[src/rtl/hazard_pkg.sv]
// Shared types and constants for the pipeline hazard/stall controller.
package hazard_pkg;

  typedef enum logic [1:0] {
    RUN      = 2'd0,
    MEM_WAIT = 2'd1,
    ERROR    = 2'd2
  } state_e;

  localparam logic [4:0] REG_X0          = 5'd0;
  localparam int         MEM_TIMEOUT_DEF = 16;

endpackage

[src/rtl/hazard_loaduse_cmp.sv]
// Combinational load-use comparator: the EX load's rd against the ID sources.
module hazard_loaduse_cmp
  import hazard_pkg::*;
(
  input  logic [4:0] id_rs1_i,
  input  logic [4:0] id_rs2_i,
  input  logic       id_uses_rs1_i,
  input  logic       id_uses_rs2_i,
  input  logic [4:0] ex_rd_i,
  input  logic       ex_mem_read_i,
  output logic       hit_o
);

  logic rs1_hit;
  logic rs2_hit;

  assign rs1_hit = id_uses_rs1_i && (id_rs1_i == ex_rd_i);
  assign rs2_hit = id_uses_rs2_i && (id_rs2_i == ex_rd_i);

  // x0 is hard-wired zero, so a load targeting it never creates a dependency.
  assign hit_o = ex_mem_read_i && (ex_rd_i != REG_X0) && (rs1_hit || rs2_hit);

endmodule

[src/rtl/hazard_ctrl.sv]
// Hazard and stall controller for the 3-stage core (load-use, branch squash, dmem waits).
// Optional stall-cycle counter enabled by defining HAZARD_PERF_CNT_EN.
module hazard_ctrl
  import hazard_pkg::*;
#(
  parameter int MEM_TIMEOUT = MEM_TIMEOUT_DEF,
  parameter int CNT_W       = 5
) (
  input  logic        clk_i,
  input  logic        rst_ni,
  input  logic [4:0]  id_rs1_i,
  input  logic [4:0]  id_rs2_i,
  input  logic        id_uses_rs1_i,
  input  logic        id_uses_rs2_i,
  input  logic [4:0]  ex_rd_i,
  input  logic        ex_mem_read_i,
  input  logic        ex_branch_taken_i,
  input  logic        dmem_req_i,
  input  logic        dmem_ready_i,
  output logic        stall_if_o,
  output logic        stall_id_o,
  output logic        stall_ex_o,
  output logic        bubble_ex_o,
  output logic        flush_id_o,
  output logic        mem_err_o,
  output logic [31:0] stall_cycles_o
);

  state_e           state_q, state_d;
  logic [CNT_W-1:0] cnt_q, cnt_d;
  logic             lu_hit;
  logic             hazard_eval;
  logic             stall_mem;
  logic             lu_stall;
  logic             bubble;
  logic             flush;

  hazard_loaduse_cmp u_cmp (
    .id_rs1_i      (id_rs1_i),
    .id_rs2_i      (id_rs2_i),
    .id_uses_rs1_i (id_uses_rs1_i),
    .id_uses_rs2_i (id_uses_rs2_i),
    .ex_rd_i       (ex_rd_i),
    .ex_mem_read_i (ex_mem_read_i),
    .hit_o         (lu_hit)
  );

  // NOTE: sequential state uses non-blocking assignments so every flop samples pre-edge values.
  always_ff @(posedge clk_i or negedge rst_ni) begin
    if (!rst_ni) begin
      state_q <= RUN;
      cnt_q   <= '0;
    end else begin
      state_q <= state_d;
      cnt_q   <= cnt_d;
    end
  end

  // NOTE: every signal written here gets a default first, otherwise a latch is inferred.
  always_comb begin
    state_d     = state_q;
    cnt_d       = cnt_q;
    hazard_eval = 1'b0;
    stall_mem   = 1'b0;
    lu_stall    = 1'b0;
    bubble      = 1'b0;
    flush       = 1'b0;

    case (state_q)
      RUN: begin
        if (dmem_req_i && !dmem_ready_i) begin
          stall_mem = 1'b1;
          state_d   = MEM_WAIT;
          cnt_d     = CNT_W'(1);
        end else begin
          hazard_eval = 1'b1;
        end
      end
      MEM_WAIT: begin
        if (dmem_ready_i) begin
          state_d     = RUN;
          cnt_d       = '0;
          hazard_eval = 1'b1;
        end else begin
          stall_mem = 1'b1;
          cnt_d     = cnt_q + CNT_W'(1);
          if (cnt_d >= CNT_W'(MEM_TIMEOUT)) state_d = ERROR;
        end
      end
      ERROR: begin
        stall_mem = 1'b1;
      end
      default: begin
        state_d = RUN;
        cnt_d   = '0;
      end
    endcase

    // The branch squashes the ID instruction, so it outranks a load-use hit on it.
    if (hazard_eval) begin
      if (ex_branch_taken_i) begin
        flush  = 1'b1;
        bubble = 1'b1;
      end else if (lu_hit) begin
        lu_stall = 1'b1;
        bubble   = 1'b1;
      end
    end
  end

  // Outputs are forced low while reset is held, regardless of the data inputs.
  assign stall_if_o  = rst_ni && (stall_mem || lu_stall);
  assign stall_id_o  = rst_ni && stall_mem;
  assign stall_ex_o  = rst_ni && stall_mem;
  assign bubble_ex_o = rst_ni && bubble;
  assign flush_id_o  = rst_ni && flush;
  assign mem_err_o   = rst_ni && (state_q == ERROR);

`ifdef HAZARD_PERF_CNT_EN
  logic [31:0] stall_cnt_q;

  always_ff @(posedge clk_i or negedge rst_ni) begin
    if (!rst_ni) begin
      stall_cnt_q <= '0;
    end else if (stall_if_o) begin
      stall_cnt_q <= stall_cnt_q + 32'd1;
    end
  end

  assign stall_cycles_o = stall_cnt_q;
`else
  assign stall_cycles_o = '0;
`endif

endmodule

[config.mk]
export PLATFORM = sky130hd
export DESIGN_NAME = hazard_ctrl
export DESIGN_NICKNAME = d
export VERILOG_FILES = /design/src/rtl/hazard_pkg.sv /design/src/rtl/hazard_loaduse_cmp.sv /design/src/rtl/hazard_ctrl.sv
export SDC_FILE = /design/constraint.sdc
export NUM_CORES = 1
export LEC_CHECK = 0
export ABC_AREA = 0
export BUFFER_PORTS_ARGS = -buffer_cell sky130_fd_sc_hd__clkbuf_2
export CORE_ASPECT_RATIO = 1.4
export CORE_MARGIN = 2
export CORE_UTILIZATION = 39
export DETAILED_ROUTE_END_ITERATION = 10
export PLACE_DENSITY = 0.83
export SLEW_MARGIN = 20
export SYNTH_ARGS = -nofsm -noshare
export SYNTH_HDL_FRONTEND = slang
export SYNTH_SLANG_ARGS = --single-unit
[constraint.sdc]
create_clock -name clk_i -period 1.84 [get_ports clk_i]
set_input_delay 0.368 -clock clk_i [delete_from_list [all_inputs] [get_ports clk_i]]
set_output_delay 0.368 -clock clk_i [all_outputs]
set_load 0.02 [all_outputs]
==> results.txt, run 1 <==
Synth Area in Compound Gates: 0.123
Fmax: 529 MHz
Worst-path cell chain: o21bai_2 > nand3b_1 > o41ai_2 > buf_4
Cells after synthesis: 90
Failing checks: setup timing
Clock latency on the worst-skew pair: 0.26 ns
Cell Rows: 19
Final Cell Area: 942 um^2
Clk root buf: clkbuf_4
Synthesized flop and latch total: 7
CP max stage delay: 0.39 ns
DRT antenna net count: 0
Total track usage: 0.138
Layout area overhead: 21.6%
DRT Pass-1 Iters: 3
Peak supply drop: 0.276 mV
Post-synth EDFFs: 0
Ant diodes: 0
Vias in the first global route: 563
Total grt overflow: 0
Hold Path Class: input pin to async pin
Initial antenna violation count: 0
Ys async rst share: 1.00
Iteration-0 DRC Markers: 6
FF-to-FF Start: cnt_q[0]
Via-to-Cell Ratio: 4.42
Vias: 645
GPL Wtd Cong: 0.824
Synth warn: 0
Top-Level Pins: 61
Top cells by area, synth: buf_4 (32%), dfrtp_1 (23%), xor2_1 (11%)
RSZ-0062 raised after global routing: yes
Top-count cell post-synth: buf_4
Post-DP HPWL: 1.30 mm
Post-synthesis sequential area ratio: 0.226
Die Wd: 41.7 um
Kind of critical path: flip-flop to output pin
Core Util, Final: 0.489
H-tree levels: 1
Core Area: 1930 um^2
Startpoint Class: flip-flop
First-pass GRT wire length: 2.43 mm
Mapped Area: 774 um^2
Count of cell types in the netlist: 28
CTS sink count: 7
Ys flop type: dfrtp_1
Max-cap violations: 0
Per-cell routed wire length: 11.1 um
Crit path launch: state_q[0]
Total CTS buffers: 3
Final hold violations: 0
Final nets: 150
Static leakage: 0.510 nW
Final setup violation count: 2
Setup Skew: 0.00101 ns
WP data required: 1.47 ns
Synth Area in XOR/XNOR: 0.147
Remaining DRCs: 0
Largest family of logic cells by synthesized area: buffers and inverters
# Post-CTS Setup Buffers: 0
WP data arrival: 1.52 ns
Final Critical Period: 1.89 ns
Pin count of the biggest net entering global routing: 8
Power per cell area: 554 nW/um^2
Crit path capture type: output pin
Starting Density: 0.402
Yosys top cell by area: buf_4
Maximum fanout along the worst path: 4
I/O Buffers: 28
Share of layout cells above drive strength 1: 0.344
Commonest cells in the netlist: buf_4 (33), xor2_1 (10), dfrtp_1 (7), nand2_1 (5), o21ai_0 (5)
Multiplexer share of the synthesized area: 0.0129
Maximum clock insertion buffer count: 2
Non-filler instance count after layout: 146
Final worst slack: -0.0519 ns
Adder-Cell Fraction of Synth Area: 0.0162
Final WL: 1.62 mm
Synthesized-area fraction occupied by and/or/nand/nor cells: 0.141
Status: complete, but fails checks
Placed instance area: 845 um^2
Final Cycle Share: 1.03
Crit-path slowest cell: dfrtp_1
Fin. max-slew vios: 0
Clock transition at the registers of the reported paths: 0.05 ns
Synthesized area per cell: 8.61 um^2
Die Y-Extent: 56.7 um
Die area: 2360 um^2
Post-Place Cells: 141
CTS tree: built
Post-synth top area share: 0.320
layout by cell type (no fill, tap or decap), types with 2 or more instances in the layout:
cell type	instances
conb_1	32
clkbuf_2	23
xor2_1	9
dfrtp_1	7
buf_4	6
nand2_1	5
xnor2_1	3
o21ai_0	3
clkbuf_4	3
inv_1	2
nor4_2	2
o21ai_1	2
nor2_1	2
nand3_1	2
clkbuf_8	2
final cells by class:
type                       count  area [um^2]
clock buffer                   4         26.3
fill                         190          983
inverter                       2         7.51
multi-input combinational     79          494
sequential                     7          175
tap                           21         26.3
timing repair buffer          33          213
layer usage:
layer,track usage,routed length (um)
met1,0.137,564
met4,0.0968,39
met2,0.232,846
met3,0.0514,172
met5,0,0
logic make-up after synthesis:
group | count (synthesis)
buffers and inverters | 35
AND/OR/NAND/NOR | 19
AO/OA/AOI/OAI | 13
XOR/XNOR | 13
flip-flops | 7
adder cells (fa/ha/maj) | 1
other | 1
multiplexers | 1
worst max-delay path: cells and delay by family, from the launching register on:
family	cells	cell delay [ns]
buffers and inverters	1	0.19
flip-flops	1	0.39
AO/OA/AOI/OAI	2	0.53
AND/OR/NAND/NOR	1	0.15
where the power goes:
group | leakage [nW] | internal (W) | switching, W | total [W]
logic | 0.401 | 0.0000703 | 0.000126 | 0.000196
clock network | 0.0150 | 0.0000832 | 0.0000633 | 0.000147
registers | 0.0938 | 0.000166 | 0.0000139 | 0.000180
repair_timing:
| item | 4_1_cts | 5_1_grt |
|---|---|---|
| hold endpoints to repair | 2 | 0 |
| resized for setup | 9 | 8 |
| endpoints found under the setup margin | 4 | 4 |
| pin swaps | 7 | 3 |
| hold buffers | 1 | 0 |
per-stage QoR:
stage	hold slack, ns	setup TNS [ns]	setup WS [ns]	power [W]
6_report	0.0723	-0.0964	-0.0519	0.000522
2_1_floorplan	0.0724	-0.00530	-0.00530	0.000352
3_5_place_dp	0.190	-0.214	-0.136	0.000360
4_1_cts	0.0719	-0.0987	-0.0681	0.000518
3_3_place_gp	0.181	-0.178	-0.112	0.000352
5_1_grt	0.101	-0.300	-0.158	0.000550
state kept, by name, indices dropped and copies added, names as in the netlist:
| register | count |
|---|---|
| cnt_q | 5 |
| state_q | 2 |
final timing paths:
check	endpoint	slack (ns)	cells after the start
setup reg to reg	state_q[0]	0.45	5
min in group clk_i	state_q[0]	0.29	2
hold / removal	cnt_q[1]	0.07	2
setup / recovery	stall_if_o	-0.05	4
hold reg to reg	cnt_q[4]	0.52	2
max in group asynchronous	state_q[1]	1.21	2
No activity file was read; power rests on OpenSTA's default activity.
==> run 2: changes to the inputs <==
--- a/config.mk
+++ b/config.mk
@@ -8,7 +8,7 @@
 export ABC_AREA = 0
 export BUFFER_PORTS_ARGS = -buffer_cell sky130_fd_sc_hd__clkbuf_2
 export CORE_ASPECT_RATIO = 1.4
-export CORE_MARGIN = 2
+export CORE_MARGIN = 3
 export CORE_UTILIZATION = 39
 export DETAILED_ROUTE_END_ITERATION = 10
 export PLACE_DENSITY = 0.83
==> results.txt, run 2 (synthesis results as in run 1) <==
Status: complete, but fails checks
Failing checks: setup timing
Vias in the first global route: 583
Clock latency on the worst-skew pair: 0.25 ns
Clk root buf: clkbuf_4
Core Area: 1820 um^2
Share of layout cells above drive strength 1: 0.347
Cell Rows: 18
Final setup violation count: 2
Pin count of the biggest net entering global routing: 8
Setup Skew: 0.000682 ns
Total track usage: 0.121
Non-filler instance count after layout: 144
Final Cell Area: 931 um^2
Iteration-0 DRC Markers: 9
Largest register FFs: 5
Per-cell routed wire length: 11.4 um
Die area: 2560 um^2
Die Y-Extent: 58.7 um
WP data required: 1.47 ns
Hold Path Class: input pin to async pin
First-pass GRT wire length: 2.35 mm
Kind of critical path: input pin to output pin
Die Wd: 43.7 um
Reg-to-reg endpoint: state_q[0]
Filler instances: 179
WP data arrival: 1.52 ns
Final hold violations: 0
Biggest register: cnt_q
I/O Buffers: 28
RSZ-0062 raised after global routing: yes
Top-Level Pins: 61
Reg2reg path depth: 5
Maximum clock insertion buffer count: 2
Core Util, Final: 0.510
Static leakage: 0.504 nW
# Post-CTS Setup Buffers: 0
Fmax: 531 MHz
Total CTS buffers: 3
DRT Pass-1 Iters: 4
Power per cell area: 548 nW/um^2
Maximum fanout along the worst path: 3
Most frequent cells in the layout: conb_1 (32), clkbuf_2 (23), xor2_1 (9)
Final Cycle Share: 1.02
Via-to-Cell Ratio: 4.47
Placed instance area: 836 um^2
Clock transition at the registers of the reported paths: 0.05 ns
Total grt overflow: 0
Startpoint Class: input pin
Layout area overhead: 20.2%
Starting Density: 0.425
Post-Place Cells: 139
Top Registers: cnt_q: 5 flops, state_q: 2 flops
Commonest non-fill, non-tap cell in the layout: conb_1
GPL Wtd Cong: 0.787
Final nets: 149
Initial antenna violation count: 0
Final Critical Period: 1.88 ns
Post-DP HPWL: 1.33 mm
Peak supply drop: 0.379 mV
Max-cap violations: 0
Remaining DRCs: 0
Fin. max-slew vios: 0
H-tree levels: 1
CTS sink count: 7
CTS tree: built
Ant diodes: 0
Crit path capture type: output pin
FF-to-FF Start: cnt_q[0]
FF-to-FF setup slack: 0.48 ns
Final worst slack: -0.0445 ns
Vias: 644
DRT antenna net count: 0
Final WL: 1.65 mm
## run 2: cell types whose count changed in the layout (fill, tap and decap cells not counted), sizes merged
| cell | previous run | this run |
|---|---|---|
| clkbuf | 29 | 28 |
## run 2: layout make-up
| type | instances | area, um^2 | area share |
|---|---|---|---|
| inverters | 2 | 7.51 | 0.00806 |
| multi-input cells | 79 | 498 | 0.535 |
| flip-flops and latches | 7 | 175 | 0.188 |
| well taps | 20 | 25.0 | 0.0269 |
| clock buffers | 4 | 26.3 | 0.0282 |
| repair buffers | 32 | 199 | 0.214 |
## run 2: through the flow
stage | setup TNS [ns] | setup WS (ns) | power, W | hold slack [ns]
2_1_floorplan | -0.00530 | -0.00530 | 0.000352 | 0.0724
3_3_place_gp | -0.181 | -0.122 | 0.000350 | 0.183
3_5_place_dp | -0.219 | -0.144 | 0.000356 | 0.186
4_1_cts | -0.151 | -0.0781 | 0.000507 | 0.0290
5_1_grt | -0.225 | -0.114 | 0.000549 | 0.0328
6_report | -0.0747 | -0.0445 | 0.000510 | 0.0370
## run 2: timing repair
item	in CTS	in global routing
endpoints found under the setup margin	3	4
gates resized for setup	6	12
pin swaps	4	7
hold endpoints to repair	3	0
hold buffers	1	0
cloned	0	0
## run 2: critical path, stage by stage
cell      delay, ns
clkbuf_2       0.12
or4_4          0.54
o21ai_2        0.13
buf_4          0.13
o41ai_2        0.06
buf_4          0.17
## run 2: where the power goes
group	internal (W)	switching, W	leakage (nW)
combinational	0.0000683	0.000126	0.395
sequential	0.000166	0.0000126	0.0938
clock	0.0000826	0.0000545	0.0150
total	0.000317	0.000193	0.504
## run 2: how the worst max path moves through the flow
stage	slack, ns	start	to
3_3_place_gp	-0.12	ex_rd_i[3]	stall_if_o
2_1_floorplan	-0.005	ex_rd_i[3]	stall_if_o
3_5_place_dp	-0.14	ex_rd_i[3]	stall_if_o
4_1_cts	-0.08	ex_rd_i[1]	stall_if_o
5_1_grt	-0.11	id_rs1_i[3]	bubble_ex_o
6_report	-0.04	ex_rd_i[0]	stall_if_o
## run 2: routing by layer
| metal | up-vias | global-route usage | part of all wire | wire, um |
|---|---|---|---|---|
| li1 | 308 | - | - | - |
| met1 | 294 | 0.121 | 0.31 | 517 |
| met2 | 40 | 0.215 | 0.54 | 898 |
| met3 | 2 | 0.0520 | 0.13 | 220 |
| met4 | 0 | 0.0517 | 0.0073 | 12 |
| met5 | - | 0 | 0 | 0 |
==> run 3: changes to the inputs <==
--- a/config.mk
+++ b/config.mk
@@ -9,9 +9,10 @@
 export BUFFER_PORTS_ARGS = -buffer_cell sky130_fd_sc_hd__clkbuf_2
 export CORE_ASPECT_RATIO = 1.4
 export CORE_MARGIN = 3
-export CORE_UTILIZATION = 39
+export CORE_UTILIZATION = 35
 export DETAILED_ROUTE_END_ITERATION = 10
-export PLACE_DENSITY = 0.83
+export GPL_ROUTABILITY_DRIVEN = 0
+export PLACE_DENSITY = 0.78
 export SLEW_MARGIN = 20
 export SYNTH_ARGS = -nofsm -noshare
 export SYNTH_HDL_FRONTEND = slang
==> constraint.sdc (replaced) <==
create_clock -name clk_i -period 1.7 [get_ports clk_i]
set_input_delay 0.34 -clock clk_i [delete_from_list [all_inputs] [get_ports clk_i]]
set_output_delay 0.34 -clock clk_i [all_outputs]
set_load 0.02 [all_outputs]
==> results.txt, run 3 (synthesis results as in run 1) <==
Crit-path leading delay family: simple AND/OR/NAND/NOR gates
CTS sink count: 7
Final setup violation count: 5
Hold_ws: 0.292 ns
Per-cell routed wire length: 11.0 um
Pin count of the biggest net entering global routing: 8
FF-to-FF setup slack: 0.38 ns
WP data required: 1.36 ns
Reg2reg path depth: 5
Hold Path Class: input pin to flip-flop
Static leakage: 0.539 nW
Final worst slack: -0.171 ns
Share of layout cells above drive strength 1: 0.362
Setup TNS: -0.507 ns
Worst Hold End: state_q[0]
Cell Rows: 19
Setup Skew: 0.00981 ns
Final WL: 1.66 mm
Top Registers: cnt_q: 5 flops, state_q: 2 flops
Post-DP HPWL: 1.35 mm
Core Util, Final: 0.490
First-pass GRT wire length: 2.31 mm
Kind of critical path: input pin to output pin
Ant diodes: 0
Die area: 2820 um^2
Maximum clock insertion buffer count: 2
Filler instances: 183
Peak supply drop: 0.323 mV
Final hold violations: 0
Crit path launch: ex_rd_i[0]
Clk pwr share: 0.273
Reg-to-reg endpoint: state_q[0]
Remaining DRCs: 0
Largest register FFs: 5
Most frequent cells in the layout: conb_1 (32), clkbuf_2 (22), xor2_1 (10), buf_4 (10), dfrtp_1 (7)
Fin. max-slew vios: 0
Fmax: 535 MHz
Post-Place Cells: 144
Starting Density: 0.383
Max-cap violations: 0
Sequential Power Share: 0.333
Total track usage: 0.111
Total CTS buffers: 3
Power per cell area: 580 nW/um^2
Initial antenna violation count: 0
WP data arrival: 1.53 ns
Logic pwr share: 0.394
H-tree levels: 1
RSZ-0062 raised after global routing: yes
Top-Level Pins: 61
Core Area: 2020 um^2
Clk root buf: clkbuf_4
Vias in the first global route: 570
DRT antenna net count: 0
Total grt overflow: 0
Crit path capture type: output pin
Vias: 656
Non-filler instance count after layout: 151
Final nets: 155
Sw power: 0.000219 W
I/O Buffers: 28
Layout area overhead: 27.8%
Maximum fanout along the worst path: 3
FF-to-FF Start: cnt_q[0]
CP max stage delay: 0.54 ns
Startpoint Class: input pin
Clock latency on the worst-skew pair: 0.26 ns
Failing checks: setup timing
Crit-path slowest cell: or4_1
Worst-path cell chain: clkbuf_2 > or4_1 > o21ai_1 > buf_4 > o41ai_4 > buf_4
CTS tree: built
Final Critical Period: 1.87 ns
Iteration-0 DRC Markers: 6
Worst Hold Depth: 2
Via-to-Cell Ratio: 4.34
Clock transition at the registers of the reported paths: 0.05 ns
Status: complete, but fails checks
Int Power: 0.000355 W
CP bufs+invs: 3
Min-delay src: dmem_ready_i
Sw Ratio: 0.381
Biggest register: cnt_q
Crit path top cell by count: buf_4
Commonest non-fill, non-tap cell in the layout: conb_1
Final Cycle Share: 1.10
Die Y-Extent: 61.7 um
DRT Pass-1 Iters: 2
Die Wd: 45.8 um
run 3: final cells by class:
type                    count  area, um^2  area share
clock buffers               4        26.3      0.0265
inverters                   2        10.0      0.0101
multi-input cells          79         493       0.498
flip-flops and latches      7         175       0.177
well taps                  21        26.3      0.0265
repair buffers             38         259       0.262
run 3: power by group through the flow:
stage          clock, W  sequential (W)  combinational (W)
6_report       0.000157        0.000191           0.000226
5_1_grt        0.000164        0.000193           0.000245
3_5_place_dp          0        0.000194           0.000202
2_1_floorplan         0        0.000193           0.000190
4_1_cts        0.000158        0.000191           0.000216
3_3_place_gp          0        0.000193           0.000196
run 3: timing repair:
item | in CTS | in global routing
pin swaps | 9 | 5
setup buffers | 0 | 1
setup endpoints to repair | 5 | 5
gates resized for setup | 11 | 10
hold buffers | 2 | 0
hold endpoints to repair | 4 | 0
run 3: through the flow:
stage	setup WS (ns)	power [W]	area (um^2)
floorplan	-0.0593	0.000383	907
global placement	-0.246	0.000389	878
detailed placement	-0.284	0.000396	878
CTS	-0.225	0.000565	963
global route	-0.265	0.000603	990
finish	-0.171	0.000574	990
run 3: routing by layer:
| layer | up-vias | part of all wire | global-route usage |
|---|---|---|---|
| met5 | - | 0 | 0 |
| met4 | 0 | 0.013 | 0.0488 |
| met3 | 3 | 0.15 | 0.0263 |
| met2 | 46 | 0.49 | 0.214 |
| met1 | 288 | 0.34 | 0.108 |
| li1 | 319 | - | - |
run 3: worst max path at each step:
| stage | slack [ns] | cells past startpoint | endpoint |
|---|---|---|---|
| floorplan | -0.06 | 5 | stall_id_o |
| global placement | -0.25 | 6 | stall_if_o |
| detailed placement | -0.28 | 6 | stall_if_o |
| CTS | -0.22 | 4 | stall_if_o |
| global route | -0.27 | 6 | stall_if_o |
| finish | -0.17 | 6 | stall_if_o |
run 3: worst reg2reg max path, delay by kind of cell (launching register included):
kind	cells	cell delay [ns]
xor+xnor	1	0.23
fa+ha+maj	1	0.24
flops	1	0.40
mux	1	0.11
simple gates	2	0.25
